===== src/rtl/pipe_ctrl_if.sv =====
// ============================================================================
// Module      : pipe_ctrl_if
// Description : Handshake and control bundle between the pipeline scheduler
//               and the fetch, data-bus, hazard and exception sources.
// Revision    : 1.0 - initial release
// ============================================================================
`default_nettype none

interface pipe_ctrl_if #(
    parameter int CNT_W = 2
);
    logic             inst_req_i;
    logic             inst_ok_i;
    logic             data_req_i;
    logic             data_ok_i;
    logic             id_stall_req_i;
    logic             exe_stall_req_i;
    logic             exception_i;
    logic [31:0]      exception_target_i;
    logic [3:0]       stall_o;
    logic             fetch_allow_o;
    logic             inst_discard_o;
    logic             flush_o;
    logic [31:0]      flush_pc_o;
    logic [CNT_W-1:0] outstanding_o;

    // Drives the scheduler's inputs and observes its outputs.
    modport master (
        output inst_req_i, inst_ok_i, data_req_i, data_ok_i,
        output id_stall_req_i, exe_stall_req_i, exception_i, exception_target_i,
        input  stall_o, fetch_allow_o, inst_discard_o, flush_o, flush_pc_o,
        input  outstanding_o
    );

    // The scheduler itself.
    modport slave (
        input  inst_req_i, inst_ok_i, data_req_i, data_ok_i,
        input  id_stall_req_i, exe_stall_req_i, exception_i, exception_target_i,
        output stall_o, fetch_allow_o, inst_discard_o, flush_o, flush_pc_o,
        output outstanding_o
    );
endinterface

`default_nettype wire


===== src/rtl/pipe_ctrl.sv =====
// ============================================================================
// Module      : pipe_ctrl
// Description : Five-stage pipeline scheduler: stall vector, exception flush
//               with redirect PC, and in-flight fetch tracking/discard.
// Revision    : 1.0 - initial release
// ============================================================================
`default_nettype none

module pipe_ctrl #(
    parameter int OUTSTANDING_MAX = 2,
    parameter int CNT_W           = 2
) (
    input  wire logic    clock_i,
    input  wire logic    reset_i,
    pipe_ctrl_if.slave   bus
);

    localparam logic [CNT_W-1:0] c_max  = CNT_W'(OUTSTANDING_MAX);
    localparam logic [CNT_W-1:0] c_one  = CNT_W'(1);
    localparam logic [CNT_W-1:0] c_zero = '0;

    typedef enum logic [1:0] {
        ST_RUN   = 2'd0,
        ST_DWAIT = 2'd1,
        ST_FLUSH = 2'd2
    } state_t;

    state_t           r_state;
    logic [CNT_W-1:0] r_outstanding;
    logic [CNT_W-1:0] r_discard_cnt;
    logic             r_flush;
    logic [31:0]      r_flush_pc;
    logic             r_exc_pending;
    logic [31:0]      r_exc_target;

    logic             w_fetch_allow;
    logic             w_inst_discard;
    logic             w_inc;
    logic             w_dec;
    logic [CNT_W-1:0] w_outstanding_nxt;
    logic [CNT_W-1:0] w_discard_nxt;
    logic             w_exc_run;
    logic             w_exc_dwait;
    logic             w_flush_enter;
    logic [31:0]      w_flush_target;
    logic [3:0]       w_stall;

    assign w_fetch_allow  = (r_state == ST_RUN) && (r_outstanding < c_max) && !r_exc_pending;
    assign w_inst_discard = bus.inst_ok_i && (r_discard_cnt != c_zero);

    // Discarded returns belong to discard_cnt, never to the live outstanding count.
    assign w_inc = bus.inst_req_i && w_fetch_allow;
    assign w_dec = bus.inst_ok_i && !w_inst_discard && (r_outstanding != c_zero);

    always_comb begin
        w_outstanding_nxt = r_outstanding;
        if (w_inc && !w_dec) begin
            w_outstanding_nxt = r_outstanding + c_one;
        end else if (w_dec && !w_inc) begin
            w_outstanding_nxt = r_outstanding - c_one;
        end
    end

    assign w_discard_nxt = w_inst_discard ? (r_discard_cnt - c_one) : r_discard_cnt;

    // An exception in DWAIT is only acted on once the bus transaction completes.
    assign w_exc_run     = (r_state == ST_RUN) && bus.exception_i && !r_flush;
    assign w_exc_dwait   = (r_state == ST_DWAIT) && bus.data_ok_i &&
                           (r_exc_pending || bus.exception_i);
    assign w_flush_enter = w_exc_run || w_exc_dwait;

    always_comb begin
        w_flush_target = bus.exception_target_i;
        if ((r_state == ST_DWAIT) && r_exc_pending) begin
            w_flush_target = r_exc_target;
        end
    end

    always_comb begin
        w_stall    = 4'b0000;
        w_stall[3] = (r_state == ST_DWAIT) && !bus.data_ok_i;
        w_stall[2] = bus.exe_stall_req_i || w_stall[3];
        w_stall[1] = bus.id_stall_req_i  || w_stall[2];
        w_stall[0] = !w_stall[1] && !(bus.inst_ok_i && !w_inst_discard);
        if (r_flush) begin
            w_stall = 4'b0000;
        end
    end

    always_ff @(posedge clock_i or negedge reset_i) begin
        if (!reset_i) begin
            r_state       <= ST_RUN;
            r_outstanding <= c_zero;
            r_discard_cnt <= c_zero;
            r_flush       <= 1'b0;
            r_flush_pc    <= 32'h0000_0000;
            r_exc_pending <= 1'b0;
            r_exc_target  <= 32'h0000_0000;
        end else begin
            r_flush <= w_flush_enter;
            if (w_flush_enter) begin
                // Fetches still in flight at the flush become discard work.
                r_flush_pc    <= w_flush_target;
                r_discard_cnt <= w_outstanding_nxt;
                r_outstanding <= c_zero;
                r_exc_pending <= 1'b0;
            end else begin
                r_discard_cnt <= w_discard_nxt;
                r_outstanding <= w_outstanding_nxt;
            end

            case (r_state)
                ST_RUN: begin
                    if (w_exc_run) begin
                        r_state <= ST_FLUSH;
                    end else if (bus.data_req_i) begin
                        r_state <= ST_DWAIT;
                    end
                end
                ST_DWAIT: begin
                    if (bus.data_ok_i) begin
                        r_state <= w_exc_dwait ? ST_FLUSH : ST_RUN;
                    end else if (bus.exception_i && !r_exc_pending) begin
                        r_exc_pending <= 1'b1;
                        r_exc_target  <= bus.exception_target_i;
                    end
                end
                ST_FLUSH: begin
                    if (w_discard_nxt == c_zero) begin
                        r_state <= ST_RUN;
                    end
                end
                default: begin
                    r_state <= ST_RUN;
                end
            endcase
        end
    end

    assign bus.stall_o        = w_stall;
    assign bus.fetch_allow_o  = w_fetch_allow;
    assign bus.inst_discard_o = w_inst_discard;
    assign bus.flush_o        = r_flush;
    assign bus.flush_pc_o     = r_flush_pc;
    assign bus.outstanding_o  = r_outstanding;

endmodule

`default_nettype wire


===== src/flat_wrapper.sv =====
// flat-port wrapper written by rule: the top's interface ports become plain ports
module pipe_ctrl_flat 
#(
    parameter int OUTSTANDING_MAX = 2,
    parameter int CNT_W           = 2
)
  (clock_i, reset_i, bus_inst_req_i, bus_inst_ok_i, bus_data_req_i, bus_data_ok_i, bus_id_stall_req_i, bus_exe_stall_req_i, bus_exception_i, bus_exception_target_i, bus_stall_o, bus_fetch_allow_o, bus_inst_discard_o, bus_flush_o, bus_flush_pc_o, bus_outstanding_o);
  pipe_ctrl_if #(.CNT_W(CNT_W)) bus_i ();
  input  wire logic clock_i;
  input  wire logic reset_i;
  input wire logic [$bits(bus_i.inst_req_i)-1:0] bus_inst_req_i;
  input wire logic [$bits(bus_i.inst_ok_i)-1:0] bus_inst_ok_i;
  input wire logic [$bits(bus_i.data_req_i)-1:0] bus_data_req_i;
  input wire logic [$bits(bus_i.data_ok_i)-1:0] bus_data_ok_i;
  input wire logic [$bits(bus_i.id_stall_req_i)-1:0] bus_id_stall_req_i;
  input wire logic [$bits(bus_i.exe_stall_req_i)-1:0] bus_exe_stall_req_i;
  input wire logic [$bits(bus_i.exception_i)-1:0] bus_exception_i;
  input wire logic [$bits(bus_i.exception_target_i)-1:0] bus_exception_target_i;
  output wire logic [$bits(bus_i.stall_o)-1:0] bus_stall_o;
  output wire logic [$bits(bus_i.fetch_allow_o)-1:0] bus_fetch_allow_o;
  output wire logic [$bits(bus_i.inst_discard_o)-1:0] bus_inst_discard_o;
  output wire logic [$bits(bus_i.flush_o)-1:0] bus_flush_o;
  output wire logic [$bits(bus_i.flush_pc_o)-1:0] bus_flush_pc_o;
  output wire logic [$bits(bus_i.outstanding_o)-1:0] bus_outstanding_o;
  assign bus_i.inst_req_i = bus_inst_req_i;
  assign bus_i.inst_ok_i = bus_inst_ok_i;
  assign bus_i.data_req_i = bus_data_req_i;
  assign bus_i.data_ok_i = bus_data_ok_i;
  assign bus_i.id_stall_req_i = bus_id_stall_req_i;
  assign bus_i.exe_stall_req_i = bus_exe_stall_req_i;
  assign bus_i.exception_i = bus_exception_i;
  assign bus_i.exception_target_i = bus_exception_target_i;
  assign bus_stall_o = bus_i.stall_o;
  assign bus_fetch_allow_o = bus_i.fetch_allow_o;
  assign bus_inst_discard_o = bus_i.inst_discard_o;
  assign bus_flush_o = bus_i.flush_o;
  assign bus_flush_pc_o = bus_i.flush_pc_o;
  assign bus_outstanding_o = bus_i.outstanding_o;
  pipe_ctrl #(.OUTSTANDING_MAX(OUTSTANDING_MAX), .CNT_W(CNT_W)) u_core (.clock_i(clock_i), .reset_i(reset_i), .bus(bus_i));
endmodule

===== config.mk =====
export PLATFORM = sky130hd
export DESIGN_NAME = pipe_ctrl_flat
export DESIGN_NICKNAME = d
export VERILOG_FILES = /design/src/rtl/pipe_ctrl_if.sv /design/src/rtl/pipe_ctrl.sv /design/src/flat_wrapper.sv
export SDC_FILE = /design/constraint.sdc
export NUM_CORES = 1
export LEC_CHECK = 0
export ABC_CLOCK_PERIOD_IN_PS = 3700
export BUFFER_PORTS_ARGS = -buffer_cell sky130_fd_sc_hd__buf_4
export CAP_MARGIN = 20
export CORE_AREA = 3 3 85 87
export CTS_BUF_LIST = sky130_fd_sc_hd__clkbuf_16
export CTS_CLUSTER_DIAMETER = 150
export DETAILED_ROUTE_END_ITERATION = 16
export DIE_AREA = 0 0 88 90
export PLACE_DENSITY_LB_ADDON = 0.15
export SLEW_MARGIN = 20
export SYNTH_ARGS = -nofsm -noshare
export SYNTH_HDL_FRONTEND = slang
export SYNTH_SLANG_ARGS = --single-unit

===== constraint.sdc =====
create_clock -name clock_i -period 3.7 [get_ports clock_i]
set_input_delay 0.185 -clock clock_i [delete_from_list [all_inputs] [get_ports clock_i]]
set_output_delay 0.185 -clock clock_i [all_outputs]
set_load 0.005 [all_outputs]

==> tab_implementation.tex, run 1 <==
\begin{tabular}{lr}
\hline
Metric & Value \\
\hline
\multicolumn{2}{l}{\textbf{Timing}} \\
Setup tns final & 0 ps \\
Worst clock skew & $\sim$8.1 ps \\
Number of hold violations in the final report & 22 \\
Worst hold margin & -23.2 ps \\
Final setup violation count & 0 \\
Max frequency & 0.461 GHz \\
Tightest slew margin relative to the limit & 0.341 \\
Minimum clock period after layout & 2170 ps \\
Final Max Tran Viols & 0 \\
Pin slew with the least headroom to its limit & 988 ps \\
Setup repair after global routing missed its margin & false \\
Post-route fraction of the period consumed by the critical path & 0.586 \\
\multicolumn{2}{l}{\textbf{Detailed routing}} \\
DRC violation count after routing & 0 \\
Post-detailed-route count of antenna-violating nets & 0 \\
Detailed Routing Iterations Pass 1 & 6 \\
Final wirelength & around 6.2 mm \\
Vias per inst & 5.15 \\
Total via count in the routed design & 2,178 \\
Average wire per cell in the routed design & 14.6 um \\
Number of violations reported at the end of detailed-routing iteration 0 & 103 \\
\multicolumn{2}{l}{\textbf{Placed design}} \\
Number of placed instances, taps included & roughly 400 \\
Estimated wirelength of the detail-placed design & approximately 4.1 mm \\
IO Port Bufs & 81 \\
Global placer's final weighted congestion & $\sim$0.75 \\
\multicolumn{2}{l}{\textbf{Yosys}} \\
Count of yosys warnings during synthesis & 0 \\
Post-synth cell types & 32 \\
Cell type with the largest total area after synthesis & sky130\_fd\_sc\_hd\_\_dfrtp\_1 \\
Mean instance size in the synthesized netlist & 12.2 sq um \\
Syn Nets & 307 \\
Top cell type's share of synthesized area & 0.561 \\
Post-Synthesis Cells & between 200 and 300 \\
Fraction of registers with async set/reset & 1.00 \\
Sequential element share of the synthesized area & 0.561 \\
Number of enable flip-flop cells after synthesis & 0 \\
Synthesis-stage register bit count & 72 \\
Top cells by area, synth & sky130\_fd\_sc\_hd\_\_dfrtp\_1, sky130\_fd\_sc\_hd\_\_mux2\_2, sky130\_fd\_sc\_hd\_\_mux2i\_1, sky130\_fd\_sc\_hd\_\_a21oi\_1, sky130\_fd\_sc\_hd\_\_nor2\_1 \\
Mapped cell area & 3210 sq um \\
Dominant register cell in the synthesized netlist & sky130\_fd\_sc\_hd\_\_dfrtp\_1 \\
\multicolumn{2}{l}{\textbf{Layout}} \\
Layout cells sized above 1 & 0.396 \\
Sequential cell area & 1800 sq um \\
Number of fillers in the final layout & 525 \\
Final Instance Count excl. Fillers & 423 \\
Most common library cell in the layout ignoring fill and taps & sky130\_fd\_sc\_hd\_\_buf\_4 \\
Total area of multi-input combinational cells & roughly 1200 sq um \\
Leading cell types in the layout, fill and taps excluded & sky130\_fd\_sc\_hd\_\_buf\_4, sky130\_fd\_sc\_hd\_\_dfrtp\_1, sky130\_fd\_sc\_hd\_\_nor2\_1, sky130\_fd\_sc\_hd\_\_a21oi\_1, sky130\_fd\_sc\_hd\_\_mux2i\_1 \\
Area growth, synth to finish & 28.1\% \\
Final nets & 384 \\
Final antenna diode count & 0 \\
\multicolumn{2}{l}{\textbf{Run status}} \\
Violations in the final reports & negative hold slack \\
Run status & finished with violations \\
\multicolumn{2}{l}{\textbf{Global route}} \\
Total routing usage reported by global routing & 0.163 \\
Overall overflow remaining after global route & 0 \\
Pin count of the biggest net entering global routing & 73 \\
Initial antenna violation count & 0 \\
Wire length of the first global-routing pass & 10.2 mm \\
Vias in the first global route & 2,178 \\
\multicolumn{2}{l}{\textbf{Floorplanning}} \\
Horizontal extent of the die & 88 um \\
Std-Cell Core Area & between 6000 and 7000 sq um \\
Die extent in y & about 90 um \\
Overall die area & 7920 sq um \\
Effective utilization at floorplan & 0.500 \\
I/O pins & 82 \\
Site Rows & 29 \\
\multicolumn{2}{l}{\textbf{Clocking}} \\
TritonCTS clock tree & built \\
Cell at the root of the clock tree & sky130\_fd\_sc\_hd\_\_clkbuf\_16 \\
Number of hold-repair buffers added at the cts stage & 0 \\
TritonCTS Sinks & a little over 70 \\
Clock insertion delay at the later pin of the skew report & about 320 ps \\
Post-CTS Setup Bufs & 0 \\
Register clock-pin slew on the reported worst setup and hold paths & 60 ps \\
Post-CTS Resized & 0 \\
Number of clock buffers inserted by TritonCTS & 9 \\
H-tree level count & 3 \\
Largest buffer count on any clock path & 2 \\
\multicolumn{2}{l}{\textbf{Job}} \\
Count of maximum capacitance violations & 0 \\
\multicolumn{2}{l}{\textbf{Critical path}} \\
Cells traversed along the worst timing path & nor3\_2, nand3\_2, mux2\_2 \\
Slowest stage cell on the critical path & sky130\_fd\_sc\_hd\_\_nand3\_2 \\
Path type of the worst setup path & flip-flop to flip-flop \\
Crit end category & flip-flop \\
Required time at the worst-slack endpoint & a little under 4000 ps \\
Arrival time reported for the critical path endpoint & 2370 ps \\
Largest driver fanout on the critical path & 33 \\
Peak per-stage delay on the critical path & 710 ps \\
Critical Path Source Type & flip-flop \\
\multicolumn{2}{l}{\textbf{Pwr}} \\
Cell Pwr Density & 846 nW/um\^{}2 \\
Leak Pwr & 2.09 nW \\
Worst IR drop on VDD & 0.410 mV \\
\multicolumn{2}{l}{\textbf{Hold path}} \\
Class of the tightest hold or removal check & input pin to async pin \\
\hline
\end{tabular}
==> metal layers <==
layer	track usage	vias to the layer above	routed length, um
li1	-	1066	-
met3	0.0402	8	357
met2	0.248	56	2980
met1	0.220	1048	2750
met4	0.0703	0	91
met5	0	-	0
==> area by class of cell <==
class | count | share of cell area
clock buffers | 9 | 0.0547
clock inverters | 7 | 0.0234
inverters | 6 | 0.00547
multi-input cells | 170 | 0.302
flip-flops and latches | 72 | 0.438
well taps | 77 | 0.0234
repair buffers | 82 | 0.153
==> metrics by stage <==
stage               utilization  setup slack (ps)  instance area, sq um  total power, mW
global route              0.641              1370                  4110             3.73
global placement          0.590              1540                  3790             2.55
detailed placement        0.590              1480                  3790             2.60
floorplan                     -              2170                  3210             2.11
finish                    0.641              1530                  4110             3.48
CTS                       0.641              1480                  4110             3.52
==> cells in the mapped netlist, types with 2 or more instances <==
cell / instances
sky130_fd_sc_hd__a21oi_1: 34
sky130_fd_sc_hd__a31oi_1: 2
sky130_fd_sc_hd__nor4_1: 2
sky130_fd_sc_hd__nand2_1: 3
sky130_fd_sc_hd__mux2i_1: 33
sky130_fd_sc_hd__ha_1: 2
sky130_fd_sc_hd__nor3_1: 2
sky130_fd_sc_hd__buf_2: 4
sky130_fd_sc_hd__dfrtp_1: 72
sky130_fd_sc_hd__buf_6: 10
sky130_fd_sc_hd__mux2_2: 32
sky130_fd_sc_hd__xnor2_1: 3
sky130_fd_sc_hd__nor2_1: 42
sky130_fd_sc_hd__inv_1: 5
==> critical path, delay by kind of cell (launching register included) <==
family	cells	cell delay, ps
mux	1	550
simple gates	2	1000
flops	1	480
==> cell families (layout without fill, tap and decap cells) <==
logic type               Yosys count  in the layout  share of synthesized area
adder cells (fa/ha/maj)            2              2                    0.00779
flip-flops                        72             72                      0.561
AND/OR/NAND/NOR                   58             58                     0.0818
XOR/XNOR                           3              3                    0.00819
multiplexers                      65             65                      0.215
AO/OA/AOI/OAI                     42             42                     0.0740
buffers and inverters             22            104                     0.0518
==> power breakdown <==
part           switching (mW)  total (mW)  internal [mW]
registers               0.230        1.41           1.18
clock network           0.319       0.908          0.589
logic                   0.511        1.16          0.651
total                    1.06        3.48           2.42
==> worst paths after layout <==
path	start	slack, ps	endpoint	cells past startpoint
max in group asynchronous	reset_i	3120	u_core.r_exc_target[31]	1
max reg2reg	u_core.r_state[1]	1530	u_core.r_exc_target[2]	3
min in group clock_i	bus_exception_target_i[15]	100	u_core.r_exc_target[15]	2
min	reset_i	-20	u_core.r_exc_target[16]	1
min reg2reg	u_core.r_exc_target[7]	500	u_core.r_exc_target[7]	1
max	u_core.r_state[1]	1530	u_core.r_exc_target[2]	3
==> sequential cells by signal (all words and copies together) (netlist names) <==
register	flops
u_core.r_discard_cnt	2
u_core.r_exc_pending	1
u_core.r_exc_target	32
u_core.r_state	2
u_core.bus.outstanding_o	2
u_core.bus.flush_pc_o	32
u_core.bus.flush_o	1
(Power assumes the default switching activity.)
==> run 2: changes to the inputs <==
Settings changed: ABC_AREA from default to 1, ABC_CLOCK_PERIOD_IN_PS 3700 to 2200.
Clock period 3.7 ns to 2.2 ns, I/O delays scaled along.
==> run 2 against run 1 <==
  * The run now ends clean
  * Sequential share of layout area down 0.40 points
  * Register-to-register slack worse by 1100 ps
  * Global-route usage up 1.7 points
  * Combinational power up 69%
  * Cell area up 0.91%
  * Die area unchanged
  * Synthesized cell count up 50%
  * First-iteration DRC count down 6.8%
==> tab_implementation.tex, run 2 <==
\begin{tabular}{lr}
\hline
Metric & Value \\
\hline
\multicolumn{2}{l}{\textbf{Run status}} \\
Run status & finished, final reports clean \\
\multicolumn{2}{l}{\textbf{Floorplanning}} \\
Std-Cell Core Area & 6420 sq um (unchanged) \\
Overall die area & 7920 sq um (unchanged) \\
Effective utilization at floorplan & 0.504 (+0.00429) \\
Die extent in y & 90 um (unchanged) \\
Site Rows & 29 (unchanged) \\
I/O pins & 82 (unchanged) \\
Horizontal extent of the die & 88 um (unchanged) \\
\multicolumn{2}{l}{\textbf{Yosys}} \\
Sequential element share of the synthesized area & 0.556 (-0.00477) \\
Count of yosys warnings during synthesis & 0 (unchanged) \\
Post-synth cell types & 23 (-28\%) \\
Synthesis-stage register bit count & 72 (unchanged) \\
Top cell type's share of synthesized area & 0.556 (-0.00477) \\
Synth top cells by count & sky130\_fd\_sc\_hd\_\_nand2\_1, sky130\_fd\_sc\_hd\_\_dfrtp\_1, sky130\_fd\_sc\_hd\_\_o21ai\_1, sky130\_fd\_sc\_hd\_\_inv\_1, sky130\_fd\_sc\_hd\_\_o21ai\_0 \\
Fraction of registers with async set/reset & 1.00 (unchanged) \\
Mean instance size in the synthesized netlist & 8.16 sq um (-33\%) \\
Dominant register cell in the synthesized netlist & sky130\_fd\_sc\_hd\_\_dfrtp\_1 \\
Mapped cell area & 3240 sq um (+0.86\%) \\
Post-Synthesis Cells & 397 (+50\%) \\
Number of enable flip-flop cells after synthesis & 0 (unchanged) \\
Syn Nets & 440 (+43\%) \\
Top cells by area, synth & sky130\_fd\_sc\_hd\_\_dfrtp\_1, sky130\_fd\_sc\_hd\_\_nand2\_1, sky130\_fd\_sc\_hd\_\_o21ai\_1, sky130\_fd\_sc\_hd\_\_inv\_1, sky130\_fd\_sc\_hd\_\_o21ai\_0 \\
Cell type with the largest total area after synthesis & sky130\_fd\_sc\_hd\_\_dfrtp\_1 \\
Dominant cell by count in the synthesized netlist & sky130\_fd\_sc\_hd\_\_nand2\_1 \\
\multicolumn{2}{l}{\textbf{Placed design}} \\
IO Port Bufs & 81 (unchanged) \\
Number of placed instances, taps included & 540 (+33\%) \\
Global placer's final weighted congestion & 0.745 (-0.65\%) \\
Estimated wirelength of the detail-placed design & 4.65 mm (+14\%) \\
\multicolumn{2}{l}{\textbf{Global route}} \\
Total routing usage reported by global routing & 0.180 (+0.0172) \\
Initial antenna violation count & 0 (unchanged) \\
Wire length of the first global-routing pass & 11.3 mm (+11\%) \\
Pin count of the biggest net entering global routing & 73 (unchanged) \\
Vias in the first global route & 2,479 (+14\%) \\
Overall overflow remaining after global route & 0 (unchanged) \\
\multicolumn{2}{l}{\textbf{Timing}} \\
Worst clock skew & 5.51 ps (-2.54 ps) \\
Setup tns final & 0 ps (unchanged) \\
Final Max Tran Viols & 0 (unchanged) \\
Final setup violation count & 0 (unchanged) \\
Tightest slew margin relative to the limit & 0.397 (+0.0562) \\
Number of hold violations in the final report & 0 (-100\%) \\
Post-route fraction of the period consumed by the critical path & 0.796 (+0.210) \\
Setup repair after global routing missed its margin & false \\
Minimum clock period after layout & 1750 ps (-418 ps) \\
Max frequency & 0.571 GHz (+24\%) \\
Worst hold margin & 45.5 ps (+68.8 ps) \\
Pin slew with the least headroom to its limit & 904 ps (-84.3 ps) \\
\multicolumn{2}{l}{\textbf{Hold path}} \\
Class of the tightest hold or removal check & input pin to flip-flop \\
\multicolumn{2}{l}{\textbf{Critical path}} \\
Required time at the worst-slack endpoint & 2440 ps (-1460 ps) \\
Arrival time reported for the critical path endpoint & 2000 ps (-370 ps) \\
Critical Path Source Type & flip-flop \\
Path type of the worst setup path & flip-flop to flip-flop \\
Crit end category & flip-flop \\
Largest driver fanout on the critical path & 23 (-30\%) \\
\multicolumn{2}{l}{\textbf{Detailed routing}} \\
Average wire per cell in the routed design & 12.2 um (-16\%) \\
Detailed Routing Iterations Pass 1 & 4 (-2) \\
Number of violations reported at the end of detailed-routing iteration 0 & 96 (-6.8\%) \\
Vias per inst & 4.86 (-5.7\%) \\
DRC violation count after routing & 0 (unchanged) \\
Total via count in the routed design & 2,701 (+24\%) \\
Final wirelength & 6.78 mm (+9.9\%) \\
Post-detailed-route count of antenna-violating nets & 0 (unchanged) \\
\multicolumn{2}{l}{\textbf{Layout}} \\
Area growth, synth to finish & 28.2\% (about the same) \\
Final Instance Count excl. Fillers & 556 (+31\%) \\
Leading cell types in the layout, fill and taps excluded & sky130\_fd\_sc\_hd\_\_nand2\_1, sky130\_fd\_sc\_hd\_\_buf\_4, sky130\_fd\_sc\_hd\_\_dfrtp\_1, sky130\_fd\_sc\_hd\_\_o21ai\_1, sky130\_fd\_sc\_hd\_\_inv\_1 \\
Most common library cell in the layout ignoring fill and taps & sky130\_fd\_sc\_hd\_\_nand2\_1 \\
Layout cells sized above 1 & 0.223 (-0.173) \\
Final antenna diode count & 0 (unchanged) \\
Final nets & 518 (+35\%) \\
\multicolumn{2}{l}{\textbf{Clocking}} \\
Post-CTS Setup Bufs & 0 (unchanged) \\
Register clock-pin slew on the reported worst setup and hold paths & 50 ps (about the same) \\
Cell at the root of the clock tree & sky130\_fd\_sc\_hd\_\_clkbuf\_16 \\
Largest buffer count on any clock path & 2 (unchanged) \\
Clock insertion delay at the later pin of the skew report & 320 ps (about the same) \\
TritonCTS Sinks & 72 (unchanged) \\
H-tree level count & 3 (unchanged) \\
TritonCTS clock tree & built \\
Number of clock buffers inserted by TritonCTS & 9 (unchanged) \\
\multicolumn{2}{l}{\textbf{Pwr}} \\
Leak Pwr & 2.32 nW (+11\%) \\
Switch share & 0.340 (+0.0355) \\
Worst IR drop on VDD & 0.569 mV (+39\%) \\
Power spent charging and discharging nets & 1.86 mW (+76\%) \\
Sequential group share of total power & 0.416 (+0.011) \\
Part of the power in combinational logic & 0.357 (+0.023) \\
Design internal power & 3.61 mW (+49\%) \\
Clock network fraction of design power & 0.226 (-0.035) \\
Cell Pwr Density & 1320 nW/um\^{}2 (+56\%) \\
\multicolumn{2}{l}{\textbf{Job}} \\
Count of maximum capacitance violations & 0 (unchanged) \\
\hline
\end{tabular}
==> run 2: changes by cell type after synthesis, moves of 8 or more <==
cell | previous run | this run
sky130_fd_sc_hd__nand2_1 | 3 | 126
sky130_fd_sc_hd__nand3_1 | 0 | 8
sky130_fd_sc_hd__mux2_2 | 32 | 0
sky130_fd_sc_hd__nor2_1 | 42 | 14
sky130_fd_sc_hd__o21ai_1 | 0 | 54
sky130_fd_sc_hd__a21oi_1 | 34 | 10
sky130_fd_sc_hd__mux2i_1 | 33 | 0
sky130_fd_sc_hd__buf_2 | 4 | 13
sky130_fd_sc_hd__o21ai_0 | 1 | 27
sky130_fd_sc_hd__buf_6 | 10 | 2
sky130_fd_sc_hd__inv_1 | 5 | 48
==> run 2: metrics by stage <==
| stage | utilization | setup slack [ps] | power (mW) | cell area (sq um) |
|---|---|---|---|---|
| floorplan | - | 897 | 3.40 | 3240 |
| global placement | 0.605 | 510 | 4.19 | 3890 |
| detailed placement | 0.605 | 465 | 4.27 | 3890 |
| CTS | 0.646 | 433 | 5.54 | 4150 |
| global route | 0.646 | 250 | 5.93 | 4150 |
| finish | 0.646 | 448 | 5.48 | 4150 |
==> run 2: metal layers <==
| layer | wire length, um | share of wire | vias up | track usage |
|---|---|---|---|---|
| met2 | 3130 | 0.46 | 58 | 0.275 |
| met1 | 3240 | 0.48 | 1223 | 0.253 |
| met5 | 0 | 0 | - | 0 |
| met3 | 309 | 0.046 | 9 | 0.0329 |
| li1 | - | - | 1411 | - |
| met4 | 97 | 0.014 | 0 | 0.0716 |
==> run 2: power by group through the flow <==
stage               clock (mW)  combinational, mW  sequential, mW
detailed placement           0               1.98            2.29
global route              1.33               2.25            2.35
global placement             0               1.90            2.29
CTS                       1.27               1.99            2.28
finish                    1.24               1.96            2.28
floorplan                    0               1.15            2.25
==> run 2: cells by family after synthesis <==
group / after synthesis / synth area share
adders and majority gates: 2 / 0.00773
AOI/OAI and AO/OA: 93 / 0.145
DFF: 72 / 0.556
buffers and inverters: 71 / 0.0920
and+or+nand+nor: 158 / 0.196
xor gates and xnor gates: 1 / 0.00271
==> run 2: what timing repair did <==
action,4_1_cts,5_1_grt
setup endpoints to repair,0,0
hold endpoints to repair,72,0
gates resized for setup,0,0
hold buffers,1,0
==> run 2: layout make-up <==
type / instances / area, sq um
inverter: 51 / 191
fill: 542 / 2270
clock buffer: 9 / 225
tap: 77 / 96.3
clock inverter: 6 / 30.0
multi-input combinational: 254 / 1140
timing repair buffer: 87 / 668
sequential: 72 / 1800
==> run 2: worst paths after layout <==
kind                                           startpoint                   endpoint  slack (ps)  cells past startpoint
worst min-delay path            bus_exception_target_i[2]     u_core.r_exc_target[2]          50                      3
max in group asynchronous                         reset_i  u_core.bus.flush_pc_o[13]        1150                      2
worst min register to register   u_core.bus.flush_pc_o[0]   u_core.bus.flush_pc_o[0]         480                      2
min in group asynchronous                         reset_i    u_core.r_exc_target[22]         450                      2
worst max register to register       u_core.r_exc_pending  u_core.bus.flush_pc_o[19]         450                      6
worst max-delay path                 u_core.r_exc_pending  u_core.bus.flush_pc_o[19]         450                      6
==> run 2: worst max-delay path: stages, from the launching register on <==
cell and delay (ps):
sky130_fd_sc_hd__dfrtp_1 430, sky130_fd_sc_hd__o211ai_1 210, sky130_fd_sc_hd__nand2_2 220, sky130_fd_sc_hd__inv_2 330
sky130_fd_sc_hd__buf_4 310, sky130_fd_sc_hd__nand2_1 90, sky130_fd_sc_hd__o21ai_1 80
